===== src/rtl/antenna_array_tx.sv =====
// -----------------------------------------------------------------------------
// antenna_array_tx
//   Multi-channel framed transmitter. Each accepted payload word becomes a
//   frame of PREAMBLE_LEN alternating preamble symbols followed by WORD_W data
//   symbols (MSB first). Every symbol is modulated (OOK level, OOK carrier or
//   Manchester) and driven onto NUM_CH replicated conductive loops.
//
// Ports:
//   clk, rst_n    - clock, asynchronous active-low reset
//   s_valid/ready - payload handshake, s_data is the payload word
//   mode          - 0 level OOK, 1 carrier OOK, 2 Manchester, 3 as 0
//   ch_en         - per-loop enable, latched at accept
//   abort         - synchronous frame abort (ignored when idle)
//   busy          - frame in progress
//   sym_strobe    - high on the last cycle of every symbol
//   done          - one-cycle pulse after a normally completed frame
//   ant_drive     - registered per-loop excitation
//   ant_sense     - per-loop OR of its LOOP_LEN replicated segments
// -----------------------------------------------------------------------------
module antenna_array_tx #(
    parameter int NUM_CH       = 4,
    parameter int LOOP_LEN     = 1000,
    parameter int WORD_W       = 8,
    parameter int SYM_CYCLES   = 1000,
    parameter int CARRIER_DIV  = 2,
    parameter int PREAMBLE_LEN = 8
) (
    input  logic              clk,
    input  logic              rst_n,
    input  logic              s_valid,
    output logic              s_ready,
    input  logic [WORD_W-1:0] s_data,
    input  logic [1:0]        mode,
    input  logic [NUM_CH-1:0] ch_en,
    input  logic              abort,
    output logic              busy,
    output logic              sym_strobe,
    output logic              done,
    output logic [NUM_CH-1:0] ant_drive,
    output logic [NUM_CH-1:0] ant_sense
);

    localparam int SW      = $clog2(SYM_CYCLES);
    localparam int BIT_MAX = (WORD_W > PREAMBLE_LEN) ? WORD_W : PREAMBLE_LEN;
    localparam int BW      = (BIT_MAX > 1) ? $clog2(BIT_MAX) : 1;
    localparam int CW      = (CARRIER_DIV > 1) ? $clog2(CARRIER_DIV) : 1;

    localparam logic [SW-1:0] SYM_LAST = SW'(SYM_CYCLES - 1);
    localparam logic [SW-1:0] SYM_HALF = SW'(SYM_CYCLES / 2);
    localparam logic [BW-1:0] PRE_LAST = BW'(PREAMBLE_LEN - 1);
    localparam logic [BW-1:0] BIT_MSB  = BW'(WORD_W - 1);
    localparam logic [CW-1:0] CAR_LAST = CW'(CARRIER_DIV - 1);

    localparam logic [1:0] ST_IDLE = 2'd0;
    localparam logic [1:0] ST_PRE  = 2'd1;
    localparam logic [1:0] ST_DATA = 2'd2;

    localparam logic [1:0] MODE_CARRIER = 2'd1;
    localparam logic [1:0] MODE_MANCH   = 2'd2;

    logic [1:0]        state_q, state_d;
    logic [SW-1:0]     sym_cnt_q, sym_cnt_d;
    logic [BW-1:0]     bit_cnt_q, bit_cnt_d;
    logic [CW-1:0]     car_cnt_q, car_cnt_d;
    logic              car_ph_q, car_ph_d;
    logic [WORD_W-1:0] data_q, data_d;
    logic [1:0]        mode_q, mode_d;
    logic [NUM_CH-1:0] ch_en_q, ch_en_d;
    logic              s_ready_q, s_ready_d;
    logic              busy_q, busy_d;
    logic              sym_strobe_q, sym_strobe_d;
    logic              done_q, done_d;
    logic [NUM_CH-1:0] ant_drive_q, ant_drive_d;
    logic              strobe_s;
    logic              sym_bit_s;
    logic              mod_s;

    // All registered outputs are computed from next-state values so that the
    // first preamble cycle is visible directly after the accepting edge.

    // Frame FSM, symbol counter, bit counter and shadow registers.
    always_comb begin
        state_d   = state_q;
        sym_cnt_d = sym_cnt_q;
        bit_cnt_d = bit_cnt_q;
        data_d    = data_q;
        mode_d    = mode_q;
        ch_en_d   = ch_en_q;
        done_d    = 1'b0;
        strobe_s  = (sym_cnt_q == SYM_LAST);
        case (state_q)
            ST_IDLE: begin
                sym_cnt_d = '0;
                bit_cnt_d = '0;
                if (s_valid && s_ready_q) begin
                    state_d = ST_PRE;
                    data_d  = s_data;
                    mode_d  = mode;
                    ch_en_d = ch_en;
                end else begin
                    state_d = ST_IDLE;
                end
            end
            ST_PRE, ST_DATA: begin
                if (abort) begin
                    state_d   = ST_IDLE;
                    sym_cnt_d = '0;
                    bit_cnt_d = '0;
                end else if (strobe_s) begin
                    sym_cnt_d = '0;
                    if (state_q == ST_PRE) begin
                        if (bit_cnt_q == PRE_LAST) begin
                            state_d   = ST_DATA;
                            bit_cnt_d = BIT_MSB;
                        end else begin
                            bit_cnt_d = bit_cnt_q + 1'b1;
                        end
                    end else begin
                        if (bit_cnt_q == '0) begin
                            state_d = ST_IDLE;
                            done_d  = 1'b1;
                        end else begin
                            bit_cnt_d = bit_cnt_q - 1'b1;
                        end
                    end
                end else begin
                    sym_cnt_d = sym_cnt_q + 1'b1;
                end
            end
            default: begin
                state_d   = ST_IDLE;
                sym_cnt_d = '0;
                bit_cnt_d = '0;
            end
        endcase
    end

    // Carrier phase: restarts high at the first cycle of every symbol.
    always_comb begin
        car_cnt_d = car_cnt_q;
        car_ph_d  = car_ph_q;
        if ((state_d == ST_IDLE) || (sym_cnt_d == '0)) begin
            car_cnt_d = '0;
            car_ph_d  = 1'b1;
        end else if (car_cnt_q == CAR_LAST) begin
            car_cnt_d = '0;
            car_ph_d  = ~car_ph_q;
        end else begin
            car_cnt_d = car_cnt_q + 1'b1;
        end
    end

    // Symbol value selection, modulation and output gating.
    always_comb begin
        sym_bit_s = 1'b0;
        mod_s     = 1'b0;
        if (state_d == ST_PRE) begin
            // Preamble index 0 is a 1, so even indices send 1.
            sym_bit_s = ~bit_cnt_d[0];
        end else if (state_d == ST_DATA) begin
            sym_bit_s = |(data_d & (WORD_W'(1) << bit_cnt_d));
        end else begin
            sym_bit_s = 1'b0;
        end
        case (mode_d)
            MODE_CARRIER: mod_s = sym_bit_s & car_ph_d;
            MODE_MANCH:   mod_s = (sym_cnt_d < SYM_HALF) ? sym_bit_s : ~sym_bit_s;
            default:      mod_s = sym_bit_s;
        endcase
        // Manchester idles at 0 too, so gate on state rather than on the bit.
        if (state_d != ST_IDLE) begin
            ant_drive_d = {NUM_CH{mod_s}} & ch_en_d;
        end else begin
            ant_drive_d = '0;
        end
        s_ready_d    = (state_d == ST_IDLE);
        busy_d       = (state_d != ST_IDLE);
        sym_strobe_d = busy_d && (sym_cnt_d == SYM_LAST);
    end

    // State and output registers.
    always_ff @(posedge clk or negedge rst_n) begin
        if (!rst_n) begin
            state_q      <= ST_IDLE;
            sym_cnt_q    <= '0;
            bit_cnt_q    <= '0;
            car_cnt_q    <= '0;
            car_ph_q     <= 1'b0;
            data_q       <= '0;
            mode_q       <= 2'd0;
            ch_en_q      <= '0;
            s_ready_q    <= 1'b0;
            busy_q       <= 1'b0;
            sym_strobe_q <= 1'b0;
            done_q       <= 1'b0;
            ant_drive_q  <= '0;
        end else begin
            state_q      <= state_d;
            sym_cnt_q    <= sym_cnt_d;
            bit_cnt_q    <= bit_cnt_d;
            car_cnt_q    <= car_cnt_d;
            car_ph_q     <= car_ph_d;
            data_q       <= data_d;
            mode_q       <= mode_d;
            ch_en_q      <= ch_en_d;
            s_ready_q    <= s_ready_d;
            busy_q       <= busy_d;
            sym_strobe_q <= sym_strobe_d;
            done_q       <= done_d;
            ant_drive_q  <= ant_drive_d;
        end
    end

    // Replicated loop segments; each is kept as a distinct net per loop.
    for (genvar ch = 0; ch < NUM_CH; ch++) begin : g_loop
        (* keep = "true" *) logic [LOOP_LEN-1:0] seg_s;
        assign seg_s         = {LOOP_LEN{ant_drive_q[ch]}};
        assign ant_sense[ch] = |seg_s;
    end

    assign s_ready    = s_ready_q;
    assign busy       = busy_q;
    assign sym_strobe = sym_strobe_q;
    assign done       = done_q;
    assign ant_drive  = ant_drive_q;

endmodule

===== config.mk =====
export PLATFORM = sky130hd
export DESIGN_NAME = antenna_array_tx
export DESIGN_NICKNAME = d
export VERILOG_FILES = /design/src/rtl/antenna_array_tx.sv
export SDC_FILE = /design/constraint.sdc
export NUM_CORES = 1
export LEC_CHECK = 0
export CAP_MARGIN = 20
export CORE_MARGIN = 4
export CORE_UTILIZATION = 50
export CTS_CLUSTER_SIZE = 12
export DETAILED_ROUTE_END_ITERATION = 10
export PLACE_DENSITY = 0.62
export SLEW_MARGIN = 30
export SYNTH_ARGS = -nofsm -noshare
export SYNTH_HDL_FRONTEND = slang
export SYNTH_SLANG_ARGS = --single-unit

===== constraint.sdc =====
create_clock -name clk -period 37.8 [get_ports clk]
set_input_delay 7.56 -clock clk [delete_from_list [all_inputs] [get_ports clk]]
set_output_delay 7.56 -clock clk [all_outputs]
set_load 0.01 [all_outputs]

==> results of run 1 <==
-- cell usage in the layout, fill, tap and decap left out, types with 3 or more instances in the layout --
cell and n:
nand2_1 10, nand3_1 9, xor2_1 3, a31oi_1 3
ha_1 9, clkdlybuf4s50_1 28, nor2b_1 4, nor4b_1 3
dfrtp_1 39, nand2b_1 3, a21oi_1 6, xnor2_1 4
nor3_1 5, and3_1 3, nor2_1 22, inv_1 12
o22ai_1 3, mux2_2 10, nor3b_1 4, o21ai_0 4
mux2i_1 7, clkbuf_8 5
-- cell type report --
class,count,area (sq um),share of cell area (%)
timing repair buffer,29,287.8,10.95
sequential,39,975.9,37.13
inverter,12,45.04,1.713
clock buffer,5,68.82,2.618
tap,52,65.06,2.475
clock inverter,3,43.79,1.666
multi-input combinational,150,1142,43.46
-- flip-flops by register name, summed over array words and instances (netlist names), 2 cells and up --
| name | flops |
|---|---|
| data_q | 8 |
| sym_cnt_q | 10 |
| bit_cnt_q | 3 |
| ant_drive | 4 |
| state_q | 2 |
| mode_q | 2 |
| ch_en_q | 4 |
-- routing by layer --
layer / share of wire, % / global-route usage [%] / wire length [microns]
met5: 0 / 0 / 0
met4: 1.3 / 6.214 / 62
met3: 3.7 / 4.485 / 179
met2: 48 / 28.28 / 2307
met1: 47 / 25.85 / 2253
-- power groups by stage --
| stage | Sequential (mW) | Clock [mW] | Combinational, mW |
|---|---|---|---|
| global placement | 0.0539 | 0 | 0.0386 |
| floorplan | 0.0537 | 0 | 0.0286 |
| finish | 0.0533 | 0.0349 | 0.0394 |
| global route | 0.0540 | 0.0377 | 0.0436 |
| detailed placement | 0.0542 | 0 | 0.0400 |
| CTS | 0.0534 | 0.0353 | 0.0400 |
-- stage by stage --
step	area, sq um	power (mW)	setup WS, ps	utilization, %	std cells
after detailed placement	2514	0.09418	27440	57.33	282
after global placement	2514	0.09252	27610	57.33	282
after CTS	2626	0.1287	27790	59.90	290
after floorplan	2266	0.08227	28270	-	217
final	2629	0.1275	27820	59.96	290
after global routing	2629	0.1353	27540	59.96	290
-- final timing paths --
check / start / end / slack (ps) / depth (start not counted)
worst max-delay path: s_valid / ant_drive[1]$_DFF_PN0_ / 27820 / 8
worst min-delay path: car_cnt_q$_DFF_PN0_ / car_cnt_q$_DFF_PN0_ / 470 / 1
worst max register to register: bit_cnt_q[0]$_DFF_PN0_ / ant_drive[1]$_DFF_PN0_ / 34730 / 10
worst min register to register: car_cnt_q$_DFF_PN0_ / car_cnt_q$_DFF_PN0_ / 470 / 1
max in group asynchronous: rst_n / sym_cnt_q[5]$_DFF_PN0_ / 30210 / 1
min in group asynchronous: rst_n / done$_DFF_PN0_ / 7220 / 1
==> key figures, run 1 <==
Critical path
  • Critical Path Fanout Max: 15
  • CP max stage cell: nand3_1
  • Required time worst endpoint: 38000 ps
  • Buf/Inv on CP: 2
  • Delay of the slowest cell on the worst path: 550 ps
  • Critical path arrival: 10180 ps
  • Crit start category: input port
  • CP Capture Type: flop
  • Critical Path, Cell by Cell: clkdlybuf4s50_1, nand3_1, mux2i_1, inv_1, ha_1, nor4b_1, a22oi_2, nor3b_1
  • CP Class: input port to flop
  • CP top delay family: simple AND/OR/NAND/NOR gates

Clocking
  • # Post-CTS Setup Buffers: 0
  • # hold bufs at CTS: 0
  • CTS sink count: 39
  • Reg clk slew, reported paths: 70 ps
  • Num CTS Buffers: 5
  • Clk_lat worst skew: 290 ps
  • Root buf cell: clkbuf_8
  • Post-CTS resize count: 0
  • H-tree depth: 2
  • TritonCTS clock tree: yes
  • Worst-case clock buffer depth: 2

Power and ir drop
  • Clock Power Share: 27.3%
  • PD cells: 48.52 nW/um^2
  • Pleak: 1.103 nW
  • Sequential share of power: 41.8%
  • Sw Share: 29.66%
  • P_sw: 0.03783 mW
  • Worst VDD drop: 0.03530 mV
  • Comb power frac: 30.9%
  • P_int: 0.08972 mW

Route
  • TritonRoute pass-1 iters: 4
  • Drt wl/cell: 16.56 microns
  • DRC viols: 0
  • Routed wire length: 4.802 mm
  • DRT antenna net count: 0
  • Via count: 1662
  • Vias per cell: 5.731
  • Iteration-0 DRC Markers: 120

Timing
  • Fin Setup TNS: 0 ps
  • Final setup viols: 0
  • Actual slew at the worst max-slew pin: 785.6 ps
  • Period utilization: 26.40%
  • Fin crit period: 9977 ps
  • Unrepaired setup endpoints after global routing: no
  • Hold Vio Cnt, Final: 0
  • Fmax: 100.2 MHz
  • Slew Limit Fails: 0
  • Hold WS: 465.4 ps
  • Relative slew margins: 47.48%
  • Skew final: 11.64 ps

Run
  • Max Cap Violations: 0

Global routing
  • Grt ovf: 0
  • Largest net degree at the start of global routing: 40
  • Vias in the first global route: 1647
  • All-Layer GR Usage: 18.48%
  • First-pass GRT wire length: 7.886 mm
  • Initial antenna violation count: 0

Min path
  • Worst Hold Class: flop to flop

Logic synthesis
  • Synthesized area: 2266 sq um
  • Syn Inst Count: 217
  • Syn Nets: 244
  • Avg Cell Area, Syn: 10.44 sq um
  • Ys Warns: 0

Floorplanning
  • Core footprint: 4384 sq um
  • IO Count: 30
  • Initial Util: 51.68%
  • Num rows: 24
  • Die Ht: 75.32 microns
  • Die Wd: 75.32 microns
  • Die Area: 5673 sq um

Cells and area
  • Fin nets: 264
  • Fillcell total: 381
  • Diode count: 0
  • Fraction of layout cells with a size suffix above 1: 13.87%
  • Area delta synth->final: 16.01%

Placement
  • RD Place Congestion: 0.8533
  • Count of input and output buffers: 29
  • Final HPWL DP: 3.602 mm

Run status
  • Run status: complete, no violations
No activity file was read; power rests on OpenSTA's default activity.
==> run 2, diff against run 1 <==
- clock period: 37.8 -> 9.64 ns (I/O delays scaled with it)
==> run 2 against run 1 <==
Effect of this change: worst hold slack got worse by 8.8 ps; flip-flop and latch count unchanged; sequential power increased to 3.9 times the previous value; clock power increased to 3.1 times the previous value; register-to-register slack got worse by 28000 ps; combinational power increased to 4.0 times the previous value; die area unchanged; utilization decreased by 0.057 points; power increased to 3.7 times the previous value; design area about the same; final cell count increased by 0.34%; sequential share of layout area about the same.
==> key figures, run 2 (synthesized netlist as in run 1, its figures left out) <==
Run status
  • Run status: complete, no violations (unchanged)

Placement
  • Final HPWL DP: 3.556 mm (was 3.602 mm)
  • RD Place Congestion: 0.8531 (was 0.8533)
  • Setup WS pre-CTS: 4951 ps (was 27440 ps)
  • Count of input and output buffers: 29 (unchanged)

Route
  • DRC viols: 0 (unchanged)
  • DRT antenna net count: 0 (unchanged)
  • Vias per cell: 5.832 (was 5.731)
  • Routed wire length: 4.819 mm (was 4.802 mm)
  • TritonRoute pass-1 iters: 4 (unchanged)
  • Iteration-0 DRC Markers: 124 (was 120)
  • Via count: 1697 (was 1662)
  • Drt wl/cell: 16.56 microns (about the same)

Clocking
  • H-tree depth: 2 (unchanged)
  • # hold bufs at CTS: 0 (unchanged)
  • TritonCTS clock tree: yes (unchanged)
  • Reg clk slew, reported paths: 70 ps (about the same)
  • Clk_lat worst skew: 300 ps (was 290 ps)
  • CTS sink count: 39 (unchanged)
  • Worst-case clock buffer depth: 2 (unchanged)
  • Root buf cell: clkbuf_8 (unchanged)
  • Num CTS Buffers: 5 (unchanged)
  • # Post-CTS Setup Buffers: 0 (unchanged)
  • Post-CTS resize count: 0 (unchanged)

Timing
  • Relative slew margins: 47.89% (was 47.48%)
  • Unrepaired setup endpoints after global routing: no (unchanged)
  • Final setup viols: 0 (unchanged)
  • Hold Vio Cnt, Final: 0 (unchanged)
  • Fin crit period: 4341 ps
  • Final setup margin: 5299 ps (was 27820 ps)
  • Fmax: 230.4 MHz
  • Skew final: 12.54 ps (was 11.64 ps)
  • Fin Setup TNS: 0 ps (unchanged)
  • Actual slew at the worst max-slew pin: 779.4 ps (was 785.6 ps)
  • Period utilization: 45.03%
  • Slew Limit Fails: 0 (unchanged)

Cells and area
  • Fraction of layout cells with a size suffix above 1: 13.81% (was 13.87%)
  • Diode count: 0 (unchanged)
  • Commonest cells after routing, fill and taps aside: dfrtp_1, clkdlybuf4s50_1, nor2_1, inv_1 (unchanged)
  • Max FFs per register: 10 (unchanged)
  • Fin nets: 265 (was 264)
  • Biggest regs: sym_cnt_q x10, data_q x8 (unchanged)
  • Area delta synth->final: 15.90% (was 16.01%)
  • Largest Register: sym_cnt_q (unchanged)
  • Commonest non-fill, non-tap cell in the layout: dfrtp_1 (unchanged)

Critical path
  • Delay of the slowest cell on the worst path: 540 ps (was 550 ps)
  • CP Class: input port to flop (unchanged)
  • CP max stage cell: nand3_1 (unchanged)
  • Critical Path, Cell by Cell: clkdlybuf4s50_1, nand3_1, mux2i_1, inv_1, ha_1, a21oi_1, o31ai_1, o22a_1, a22oi_2, nor3b_1 (was clkdlybuf4s50_1, nand3_1, mux2i_1, inv_1, ha_1, nor4b_1, a22oi_2, nor3b_1)
  • Crit start category: input port (unchanged)
  • Critical path arrival: 4490 ps (was 10180 ps)
  • Buf/Inv on CP: 2 (unchanged)
  • CP Capture Type: flop (unchanged)
  • Required time worst endpoint: 9790 ps (was 38000 ps)
  • Critical Path Fanout Max: 15 (unchanged)
  • CP top delay family: compound AO/OA/AOI/OAI gates (was simple AND/OR/NAND/NOR gates)

Global routing
  • Initial antenna violation count: 0 (unchanged)
  • All-Layer GR Usage: 18.33% (was 18.48%)
  • Vias in the first global route: 1628 (was 1647)
  • Largest net degree at the start of global routing: 40 (unchanged)
  • First-pass GRT wire length: 7.721 mm (was 7.886 mm)
  • Grt ovf: 0 (unchanged)

Floorplanning
  • Die Wd: 75.32 microns (unchanged)
  • Core footprint: 4384 sq um (unchanged)
  • IO Count: 30 (unchanged)
  • Die Area: 5673 sq um (unchanged)
  • Num rows: 24 (unchanged)
  • Initial Util: 51.68% (unchanged)
  • Die Ht: 75.32 microns (unchanged)

Power and ir drop
  • Worst VDD drop: 0.1032 mV (was 0.03530 mV)
  • PD cells: 180.4 nW/um^2 (was 48.52 nW/um^2)
  • Pleak: 1.097 nW (was 1.103 nW)

Min path
  • Worst Hold Class: flop to flop (unchanged)

Run
  • Max Cap Violations: 0 (unchanged)
-- run 2: cell count changes in the layout (fill, tap and decap cells not counted) --
cell / previous run / this run
buf_2: 0 / 1
clkinvlp_4: 0 / 1
buf_4: 1 / 0
buf_16: 0 / 1
clkbuf_1: 0 / 1
bufinv_16: 1 / 0
clkinv_4: 1 / 0
-- run 2: area by class of cell --
class | instances | area [sq um]
clock inverter | 2 | 12.51
tap | 52 | 65.06
clock buffer | 6 | 72.57
multi-input combinational | 150 | 1142
sequential | 39 | 975.9
inverter | 12 | 45.04
fill | 374 | 1758
timing repair buffer | 30 | 312.8
-- run 2: metal layers --
layer | global-route usage, % | up-vias | routed length [microns]
met2 | 28.19 | 44 | 2313
met4 | 9.320 | 0 | 131
met3 | 3.430 | 14 | 190
met5 | 0 | - | 0
li1 | - | 819 | -
met1 | 24.77 | 820 | 2184
-- run 2: final timing paths --
kind | startpoint | to | slack [ps] | cells after the start
max | s_valid | ant_drive[1]$_DFF_PN0_ | 5300 | 10
min | car_cnt_q$_DFF_PN0_ | car_cnt_q$_DFF_PN0_ | 460 | 1
max reg2reg | bit_cnt_q[0]$_DFF_PN0_ | ant_drive[1]$_DFF_PN0_ | 6560 | 10
min reg2reg | car_cnt_q$_DFF_PN0_ | car_cnt_q$_DFF_PN0_ | 460 | 1
max in group asynchronous | rst_n | sym_cnt_q[8]$_DFF_PN0_ | 7590 | 2
min in group asynchronous | rst_n | bit_cnt_q[1]$_DFF_PN0_ | 1570 | 1
-- run 2: report_power, final --
group	internal, mW	switching (mW)
clock	0.0505	0.0586
sequential	0.198	0.0110
combinational	0.0779	0.0780
-- run 2: per-stage QoR --
stage,cell area (sq um),hold slack (ps),power (mW),instances,utilization (%)
3_3_place_gp,2514,444.0,0.3628,282,57.33
5_1_grt,2626,499.3,0.5015,291,59.90
4_1_cts,2599,458.4,0.4767,290,59.28
2_1_floorplan,2266,433.1,0.3226,217,-
3_5_place_dp,2514,451.2,0.3680,282,57.33
6_report,2626,456.5,0.4738,291,59.90
